==> src/rtl/fixed_ascii_pkg.sv <==
// rtl/fixed_ascii_pkg.sv - shared types and constants for the fixed-point to ASCII converter
package fixed_ascii_pkg;

   typedef enum logic [2:0] {
      IDLE,
      INT,
      DOT,
      FRAC,
      NL
   } state_t;

   localparam int INT_W  = 8;
   localparam int FRAC_W = 23;

   localparam logic [7:0] CH_ZERO = 8'h30;
   localparam logic [7:0] CH_DOT  = 8'h2E;
   localparam logic [7:0] CH_NL   = 8'h0A;

   // ASCII code of one decimal digit
   function automatic logic [7:0] digit_char(input logic [3:0] d);
      return CH_ZERO + {4'b0000, d};
   endfunction

   // Select a BCD digit by position: 2 hundreds, 1 tens, 0 units
   function automatic logic [3:0] pick_digit(input logic [3:0] h, input logic [3:0] t,
                                             input logic [3:0] u, input logic [1:0] pos);
      case (pos)
         2'd2:    return h;
         2'd1:    return t;
         default: return u;
      endcase
   endfunction

endpackage

==> src/rtl/bin_to_bcd8.sv <==
// rtl/bin_to_bcd8.sv - combinational 8-bit binary to three BCD digits (double dabble)
module bin_to_bcd8 (
   input  logic [7:0] bin,
   output logic [3:0] hund,
   output logic [3:0] tens,
   output logic [3:0] units
);

   logic [19:0] sh;

   // Shift-and-add-3: correct each BCD nibble before every shift
   always_comb begin
      sh = {12'd0, bin};
      for (int i = 0; i < 8; i++) begin
         if (sh[11:8]  >= 4'd5) sh[11:8]  = sh[11:8]  + 4'd3;
         if (sh[15:12] >= 4'd5) sh[15:12] = sh[15:12] + 4'd3;
         if (sh[19:16] >= 4'd5) sh[19:16] = sh[19:16] + 4'd3;
         sh = sh << 1;
      end
   end

   assign hund  = sh[19:16];
   assign tens  = sh[15:12];
   assign units = sh[11:8];

endmodule

==> src/rtl/fixed_to_ascii.sv <==
// rtl/fixed_to_ascii.sv - Q8.23 to "III.FFFFFF" character stream; FIX_ASCII_NEWLINE_EN appends a newline
module fixed_to_ascii
   import fixed_ascii_pkg::*;
#(
   parameter int FRAC_DIGITS = 6
) (
   input  logic              clk,
   input  logic              rst_n,
   input  logic              in_valid,
   output logic              in_ready,
   input  logic [INT_W-1:0]  in_int,
   input  logic [FRAC_W-1:0] in_frac,
   output logic              out_valid,
   input  logic              out_ready,
   output logic [7:0]        out_char,
   output logic              out_last
);

`ifdef FIX_ASCII_NEWLINE_EN
   localparam bit NL_EN = 1'b1;
`else
   localparam bit NL_EN = 1'b0;
`endif

   localparam logic [3:0] FRAC_CNT_INIT = 4'(FRAC_DIGITS - 1);
   localparam bit         ONE_FRAC_LAST = (FRAC_DIGITS == 1) && !NL_EN;

   state_t             state, state_nx;
   logic [FRAC_W-1:0]  frac_reg, frac_nx;
   logic [3:0]         hund_r, tens_r, units_r;
   logic [3:0]         hund_nx, tens_nx, units_nx;
   logic [1:0]         pos, pos_nx;
   logic [3:0]         cnt, cnt_nx;
   logic               out_valid_nx, out_last_nx;
   logic [7:0]         out_char_nx;

   logic [3:0]         bcd_h, bcd_t, bcd_u;
   logic [1:0]         n_int;
   logic [26:0]        prod;
   logic               hs;

   bin_to_bcd8 u_bcd (
      .bin   (in_int),
      .hund  (bcd_h),
      .tens  (bcd_t),
      .units (bcd_u)
   );

   assign in_ready = (state == IDLE);
   assign hs       = out_valid && out_ready;
   assign n_int    = (in_int >= 8'd100) ? 2'd3 : (in_int >= 8'd10) ? 2'd2 : 2'd1;
   // Multiply by ten as shift-and-add; the carry out of the fraction is the next digit
   assign prod     = ({4'b0000, frac_reg} << 3) + ({4'b0000, frac_reg} << 1);

   // State and output registers; reset aborts any word in progress
   always_ff @(posedge clk or negedge rst_n) begin
      if (!rst_n) begin
         state     <= IDLE;
         frac_reg  <= '0;
         hund_r    <= 4'd0;
         tens_r    <= 4'd0;
         units_r   <= 4'd0;
         pos       <= 2'd0;
         cnt       <= 4'd0;
         out_valid <= 1'b0;
         out_char  <= 8'h00;
         out_last  <= 1'b0;
      end else begin
         state     <= state_nx;
         frac_reg  <= frac_nx;
         hund_r    <= hund_nx;
         tens_r    <= tens_nx;
         units_r   <= units_nx;
         pos       <= pos_nx;
         cnt       <= cnt_nx;
         out_valid <= out_valid_nx;
         out_char  <= out_char_nx;
         out_last  <= out_last_nx;
      end
   end

   // Next-state and next-character; everything holds unless a word is accepted or a character handshakes
   always_comb begin
      state_nx     = state;
      frac_nx      = frac_reg;
      hund_nx      = hund_r;
      tens_nx      = tens_r;
      units_nx     = units_r;
      pos_nx       = pos;
      cnt_nx       = cnt;
      out_valid_nx = out_valid;
      out_char_nx  = out_char;
      out_last_nx  = out_last;
      case (state)
         IDLE: begin
            if (in_valid) begin
               hund_nx      = bcd_h;
               tens_nx      = bcd_t;
               units_nx     = bcd_u;
               frac_nx      = in_frac;
               pos_nx       = n_int - 2'd1;
               out_char_nx  = digit_char(pick_digit(bcd_h, bcd_t, bcd_u, n_int - 2'd1));
               out_valid_nx = 1'b1;
               out_last_nx  = 1'b0;
               state_nx     = INT;
            end
         end
         INT: begin
            if (hs) begin
               if (pos != 2'd0) begin
                  pos_nx      = pos - 2'd1;
                  out_char_nx = digit_char(pick_digit(hund_r, tens_r, units_r, pos - 2'd1));
               end else begin
                  out_char_nx = CH_DOT;
                  state_nx    = DOT;
               end
            end
         end
         DOT: begin
            if (hs) begin
               out_char_nx = digit_char(prod[26:23]);
               frac_nx     = prod[22:0];
               cnt_nx      = FRAC_CNT_INIT;
               out_last_nx = ONE_FRAC_LAST;
               state_nx    = FRAC;
            end
         end
         FRAC: begin
            if (hs) begin
               if (cnt != 4'd0) begin
                  out_char_nx = digit_char(prod[26:23]);
                  frac_nx     = prod[22:0];
                  cnt_nx      = cnt - 4'd1;
                  out_last_nx = (cnt == 4'd1) && !NL_EN;
               end else begin
`ifdef FIX_ASCII_NEWLINE_EN
                  out_char_nx  = CH_NL;
                  out_last_nx  = 1'b1;
                  state_nx     = NL;
`else
                  out_valid_nx = 1'b0;
                  out_last_nx  = 1'b0;
                  state_nx     = IDLE;
`endif
               end
            end
         end
`ifdef FIX_ASCII_NEWLINE_EN
         NL: begin
            if (hs) begin
               out_valid_nx = 1'b0;
               out_last_nx  = 1'b0;
               state_nx     = IDLE;
            end
         end
`endif
         default: begin
            out_valid_nx = 1'b0;
            out_last_nx  = 1'b0;
            state_nx     = IDLE;
         end
      endcase
   end

endmodule

==> config.mk <==
export PLATFORM = sky130hd
export DESIGN_NAME = fixed_to_ascii
export DESIGN_NICKNAME = d
export VERILOG_FILES = /design/src/rtl/fixed_ascii_pkg.sv /design/src/rtl/bin_to_bcd8.sv /design/src/rtl/fixed_to_ascii.sv
export SDC_FILE = /design/constraint.sdc
export NUM_CORES = 1
export LEC_CHECK = 0
export BUFFER_PORTS_ARGS = -buffer_cell sky130_fd_sc_hd__buf_4
export CORE_ASPECT_RATIO = 0.8
export CORE_UTILIZATION = 40
export CTS_CLUSTER_DIAMETER = 60
export DETAILED_ROUTE_END_ITERATION = 8
export SYNTH_ARGS = -nofsm -noshare
export SYNTH_HDL_FRONTEND = slang
export SYNTH_HIERARCHICAL = 1
export SYNTH_SLANG_ARGS = --single-unit
==> constraint.sdc <==
create_clock -name clk -period 2.9 [get_ports clk]
set_clock_uncertainty 0.2 [all_clocks]
set_input_delay 0.145 -clock clk [delete_from_list [all_inputs] [get_ports clk]]
set_output_delay 0.145 -clock clk [all_outputs]
set_load 0.005 [all_outputs]
==> Yosys cells after proc, flatten, opt, wreduce, memory -nomap -nowiden <==
Index checks and enable logic that the tools add are counted.
{ "op_classes": {"addsub": 25, "n_lt_le_gt_ge": 20, "n_eq_ne": 16, "n_mux": 63, "bitwise_logic": 2, "reduce_logical": 17} }
{ "ops": {"columns": ["operator", "n"], "rows": [
  ["2-to-1 mux 23 bit", 4],
  ["2-to-1 mux 4 bit", 20],
  ["one-hot mux 23 bit (3 select lines)", 1],
  ["greater-or-equal comparator 4 x 3 -> 1 bit, second input constant", 15],
  ["adder 4 x 2 -> 4 bit, second input constant", 11],
  ["2-to-1 mux 8 bit", 5],
  ["2-to-1 mux 3 bit", 12],
  ["one-hot mux 8 bit (4 select lines)", 1],
  ["adder 26 x 24 -> 27 bit", 1],
  ["one-hot mux 4 bit (2 select lines)", 3],
  ["adder 6 x 4 -> 7 bit, first input constant", 3],
  ["!= test 2 bit, second input constant", 8],
  ["AND reduction 4 bit", 4],
  ["adder 3 x 2 -> 3 bit, second input constant", 4],
  ["one-hot mux 3 bit (4 select lines)", 1],
  ["AND reduction 6 bit", 2],
  ["2-to-1 mux 2 bit", 5],
  ["greater-or-equal comparator 8 x 4 -> 1 bit, second input constant", 1],
  ["greater-or-equal comparator 8 x 7 -> 1 bit, second input constant", 1],
  ["nonzero test 4 bit", 2],
  ["2-to-1 mux 1 bit", 7],
  ["2-to-1 mux 7 bit", 1],
  ["adder 1 x 2 -> 3 bit, second input constant", 2],
  ["equality test 3 x 2 -> 1 bit, second input constant", 2],
  ["other kinds (20)", 27]
]} }
{ "word_totals": {"register_bits": 54, "in_bits": 35, "out_inout_bits": 11, "word_cells": 153} }

==> Longest topological paths before layout <==
{ "logic_depth": {"depth_word": 20, "mapped_depth": 28, "mapped_depth_nobuf": 27} }

==> By module <==
Netlist, hierarchy kept.
{ "modules_own_cells": {"columns": ["module", "n_inst", "cells_each", "area_each_um2", "seq_area_each_um2"], "rows": [
  ["fixed_to_ascii", 1, 465, 3878.7, 1276.2],
  ["bin_to_bcd8", 1, 134, 969.7, 0.0]
]} }

==> Least setup slack after synthesis <==
OpenSTA, ideal clock, no wires.
{ "synth_timing": {"kind": "input port to flip-flop", "startpoint": "in in_int[6]", "endpoint": "reg out_char[0]", "setup_time_ps": 90, "arrival_ps": 5055, "required_ps": 2610, "setup_slack_ps": -2445, "stages": 27, "n_path_buf": 1, "path_cell_list": "buf_6 -> inv_1 -> ha_1 -> o21ai_0 -> xnor2_1 -> ha_1 -> nand2b_1 -> a32oi_4 -> xnor2_1 -> ha_1 -> nand2b_1 -> nand3_1 -> a31o_2 -> ha_1 -> inv_1 -> ha_1 -> a31oi_1 -> and4_1 -> and3_2 -> nor4b_4 -> nand2b_1 -> o311ai_1 -> a22oi_1 -> nand2_1 -> a21oi_1 -> or4b_1 -> o2111ai_1"} }
{ "synth_via": {"elab_chain_cells": 18, "word_cells_on_any_way": 46, "cone_classes": "add/sub (13); order compare (13); eq/ne (2); mux (18)"} }
{ "synth_rtl": {"columns": ["item", "line_no", "source"], "rows": [
  ["from (decl)", "fixed_to_ascii.sv:11", "input logic [INT_W-1:0] in_int,"],
  ["adder 4 x 2 -> 4 bit / greater-or-equal comparator 4 x 3 -> 1 bit (equally long branches)", "bin_to_bcd8.sv:15", "if (sh[11:8] >= 4'd5) sh[11:8] = sh[11:8] + 4'd3;"],
  ["2-to-1 mux 4 bit *", "bin_to_bcd8.sv:15", null],
  ["adder 4 x 2 -> 4 bit, or another cell as far along", "bin_to_bcd8.sv:15", null],
  ["2-to-1 mux 4 bit (on tied branches)", "bin_to_bcd8.sv:15, bin_to_bcd8.sv:16", null],
  ["adder 4 x 2 -> 4 bit, or another cell as far along", "bin_to_bcd8.sv:15", null],
  ["2-to-1 mux 4 bit (on tied branches)", "bin_to_bcd8.sv:15, bin_to_bcd8.sv:16", null],
  ["adder 4 x 2 -> 4 bit, or another cell as far along", "bin_to_bcd8.sv:15", null],
  ["2-to-1 mux 4 bit (on tied branches)", "bin_to_bcd8.sv:15, bin_to_bcd8.sv:16", null],
  ["[3 not listed]", null, null],
  ["2-to-1 mux 4 bit *", "bin_to_bcd8.sv:16", "if (sh[15:12] >= 4'd5) sh[15:12] = sh[15:12] + 4'd3;"],
  ["named net bcd_h[0]", "fixed_to_ascii.sv:37", "logic [3:0] bcd_h, bcd_t, bcd_u;"],
  ["one-hot mux 4 bit (2 select lines) *", "fixed_ascii_pkg.sv:27", "case (pos)"],
  ["2-to-1 mux 4 bit *", "fixed_to_ascii.sv:96", "if (in_valid) begin"],
  ["2-to-1 mux 4 bit *", "fixed_to_ascii.sv:94", "case (state)"],
  ["adder 6 x 4 -> 7 bit *", "fixed_ascii_pkg.sv:21", "return CH_ZERO + {4'b0000, d};"],
  ["2-to-1 mux 8 bit *", "fixed_to_ascii.sv:96", null],
  ["one-hot mux 8 bit (4 select lines) *", "fixed_to_ascii.sv:94", null],
  ["to (signal assigned)", "fixed_to_ascii.sv:77", "out_char <= out_char_nx;"],
  ["to (decl)", "fixed_to_ascii.sv:15", "output logic [7:0] out_char,"]
]} }
The timed path passes the listed nets; every way through them passes the cells marked *. The select of a mux whose other input is x is not followed.
A chain may end at the register's enable or synchronous reset.

==> Worst setup path in the final report <==
Ends and elaborated chain as after synthesis.

==> out/summary.txt <==
Ratio of final minimum period to clock period = 1.50
Worst-path cell with the longest stage delay = sky130_fd_sc_hd__or4b_1
Summed area of non-filler cells in the final layout = 6630 µm²
DIE WIDTH = 125 µm
Net Switching = 748 µW
Share of power burned in the clock network = 0.296
Worst setup startpoint = in_int[6]
Int Power = 1.71 mW
Setup_tns = -12180 ps
Cell Rows = 35
Total detailed-routing wirelength = 14100 µm
Crit-path most repeated cell = sky130_fd_sc_hd__ha_4
Pre-CTS setup slack = -2010 ps
Total routing resource utilization after global routing = 0.229
Fraction of layout instances using a drive strength above 1 = 0.310
Via count = 4947
Number of nets with antenna violations after routing = 0
Post-synth top flop = sky130_fd_sc_hd__dfrtp_1
Routability cong. = 0.856
Number of antenna repair diodes = 0
Sink Count = 51
Fraction of registers with async set or reset after synthesis = 1.00
Syn Inst Count = 599
Number of maximum-capacitance constraint violations = 0
Number of flops mapped to enable cells by yosys = 0
Number of endpoints with negative hold slack in the final report = 0
Synthesis Warnings = 6
Violated checks = negative setup slack
IO Pins = 46
Critical Path Start Type = input port
Number of nets in the layout = 807
Hold Crit Class = in -> reg
Sequential element share of the synthesized area = 0.263
Global-route wire length before repair = 23400 µm
Source of the worst hold timing path = in_frac[21]
TritonCTS buffer count = 5
First-pass iteration count of the detailed router = 7
Pin count of the biggest net entering global routing = 52
Non-filler cells in the finished layout = 881
Distinct cell type count of the synthesized netlist = 82
Pins over their slew limit = 0
Worst Path Arrival = 4370 ps
Buffer type at the clock tree root = sky130_fd_sc_hd__clkbuf_16
Fillcell total = 1046
Worst reg-to-reg path cell count = 10
Area taken by flip-flops and latches = 1280 µm²
F_max = 230 MHz
Number of antenna violations at the first check in global routing = 0
Most common library cell in the layout ignoring fill and taps = sky130_fd_sc_hd__buf_4
Syn-to-layout area delta = 36.8%
FF-to-FF Start = frac_reg[2]$_DFFE_PN0P_
Overall power = 2.46 mW
Hold Path Cell Cnt = 4
Cell Count Post-Placement = 830
Slew at the pin closest to its max-slew limit = 704 ps
Total die area = 12600 µm²
Maximum single-stage delay on the critical path = 500 ps
Cell Pwr Density = 371 nW/µm²
Start-to-end type of the worst setup path = in -> reg
Worst IR Drop VDD = 282 µV
Number of H-tree levels = 2
Die Y-Extent = 100 µm
Finished Core Util = 0.569
Relative contribution of sequential cells to total power = 0.289
Clock transition time at the flip-flop clock pins of the worst setup and hold paths = 70 ps
Element type at the critical path end = register
Depth of the critical timing path with buffers and inverters included = 28
Leakage power = 3.02 nW
Via count normalized by instance count = 5.62
Worst reg-to-reg setup slack = 140 ps
Post-Syn Area per Cell = 8.09 µm²
Setup-failing EPs final = 13
DRC Markers = 0
Worst-skew pair later-pin latency = 300 ps
Number of buffers added on ports = 43
Kind of cell adding the most delay to the critical path = simple AND/OR/NAND/NOR gates
Worst-case clock buffer depth = 2
Area of the core = 11600 µm²
TritonCTS clock tree = yes
Number of buffer and inverter stages on the critical path = 4
Initial core utilization = 0.416
Final worst-path setup slack = -1440 ps
Unrepaired setup endpoints after global routing = true
Critical path peak fanout = 3
Cell area after synthesis = 4850 µm²
Fraction of power consumed by combinational cells = 0.415
Max transition margin = 0.531
Flip-flop count of the largest register after layout = 23
Highest-count cells in the layout ignoring fill and taps = sky130_fd_sc_hd__buf_4, sky130_fd_sc_hd__nand2_1, sky130_fd_sc_hd__a21oi_1, sky130_fd_sc_hd__dfrtp_1, sky130_fd_sc_hd__nor2_1
Congestion Overflow GR = 0
Number of storage elements in the synthesis netlist = 51
Starting DRT DRC Count = 265
Routed wire length per instance = 16.0 µm
Via count of the first global-routing pass = 4797
Period minus WS final = 4340 ps
Required time of the critical path = 2920 ps
Result of the run = complete, but fails checks
Footprint of the multi-input gates = 3650 µm²
Net switching share of the total power = 0.304
Detail Placement HPWL = 10300 µm
WHS = 0.120 ps
Placed Instance Area = 5880 µm²
## synthesized netlist by cell type, types with 5 or more instances
library cell               number  area share
sky130_fd_sc_hd__clkbuf_1      13       0.010
sky130_fd_sc_hd__o21ai_1       13       0.013
sky130_fd_sc_hd__nor2_1        46       0.036
sky130_fd_sc_hd__nand3_1       17       0.018
sky130_fd_sc_hd__nand2b_1       9       0.012
sky130_fd_sc_hd__dfrtp_1       51        0.26
sky130_fd_sc_hd__mux2i_1        5       0.010
sky130_fd_sc_hd__a22oi_1       10       0.015
sky130_fd_sc_hd__and2_1         5      0.0065
sky130_fd_sc_hd__a31oi_1       13       0.017
sky130_fd_sc_hd__inv_1         18       0.014
sky130_fd_sc_hd__a21oi_1       60       0.062
sky130_fd_sc_hd__and3_1        13       0.017
sky130_fd_sc_hd__xor2_1         7       0.013
sky130_fd_sc_hd__nand2_1       80       0.062
sky130_fd_sc_hd__o21ai_0       31       0.032
sky130_fd_sc_hd__mux2_2        17       0.039
sky130_fd_sc_hd__nor2b_1        5      0.0065
sky130_fd_sc_hd__o22ai_1        5      0.0065
sky130_fd_sc_hd__buf_2         11       0.011
sky130_fd_sc_hd__a21o_1        11       0.017
sky130_fd_sc_hd__buf_4          5      0.0077
sky130_fd_sc_hd__xnor2_1       12       0.022
sky130_fd_sc_hd__nor3_1        14       0.014
sky130_fd_sc_hd__ha_1          39        0.10
## area by class of cell
cell class / instances / area share
Tap cell: 148 / 0.0279
Sequential cell: 51 / 0.192
Clock inverter: 2 / 0.00585
Clock buffer: 6 / 0.0209
Inverter: 18 / 0.0113
Multi-Input combinational cell: 501 / 0.551
Timing Repair Buffer: 155 / 0.191
## power by group through the flow
stage	Combinational (mW)	Clock, mW	Sequential (mW)
2_1_floorplan	0.428	0	0.725
6_report	1.02	0.729	0.710
5_1_grt	1.10	0.773	0.710
3_5_place_dp	0.760	0	0.725
3_3_place_gp	0.738	0	0.725
4_1_cts	0.932	0.748	0.710
## cell families after synthesis
group | after synthesis | synth area share
AOI/OAI and AO/OA | 189 | 0.256
xor gates and xnor gates | 19 | 0.0343
adders and majority gates | 40 | 0.105
buffers and inverters | 49 | 0.0462
DFF | 51 | 0.263
muxes | 28 | 0.0679
other | 2 | 0.00155
and+or+nand+nor | 221 | 0.226
## worst reg2reg max path, cell delays in order (launching register included)
cell and delay, ps:
sky130_fd_sc_hd__dfrtp_1 410, sky130_fd_sc_hd__ha_1 210, sky130_fd_sc_hd__inv_1 60, sky130_fd_sc_hd__fa_1 400, sky130_fd_sc_hd__nand2b_1 200, sky130_fd_sc_hd__a21oi_2 190, sky130_fd_sc_hd__nor2b_2 100, sky130_fd_sc_hd__o31ai_4 210
sky130_fd_sc_hd__a31oi_1 150, sky130_fd_sc_hd__or4b_1 480, sky130_fd_sc_hd__o2111ai_1 80
## path summary, 6_finish.rpt
kind | to
max in group asynchronous | frac_reg[17]$_DFFE_PN0P_
worst max-delay path | out_char[0]$_DFFE_PN0P_
worst min register to register | out_char[5]$_DFFE_PN0P_
worst max register to register | out_char[0]$_DFFE_PN0P_
min in group asynchronous | tens_r[3]$_DFFE_PN0P_
worst min-delay path | frac_reg[21]$_DFFE_PN0P_
## layer usage
layer	track usage	vias to the layer above	wire length [µm]
li1	-	2442	-
met1	0.330	2382	7240
met2	0.360	107	6190
met3	0.0287	16	453
met4	0.0647	0	209
met5	0	-	0
## what timing repair did
| action | 4_1_cts | 5_1_grt |
|---|---|---|
| endpoints found under the hold margin | 73 | 0 |
| setup endpoints to repair | 13 | 13 |
| pin swaps | 24 | 13 |
| cloned | 0 | 0 |
| hold buffers | 23 | 0 |
| buffers inserted | 15 | 8 |
| resized for setup | 33 | 16 |
No activity file was read; power rests on OpenSTA's default activity.
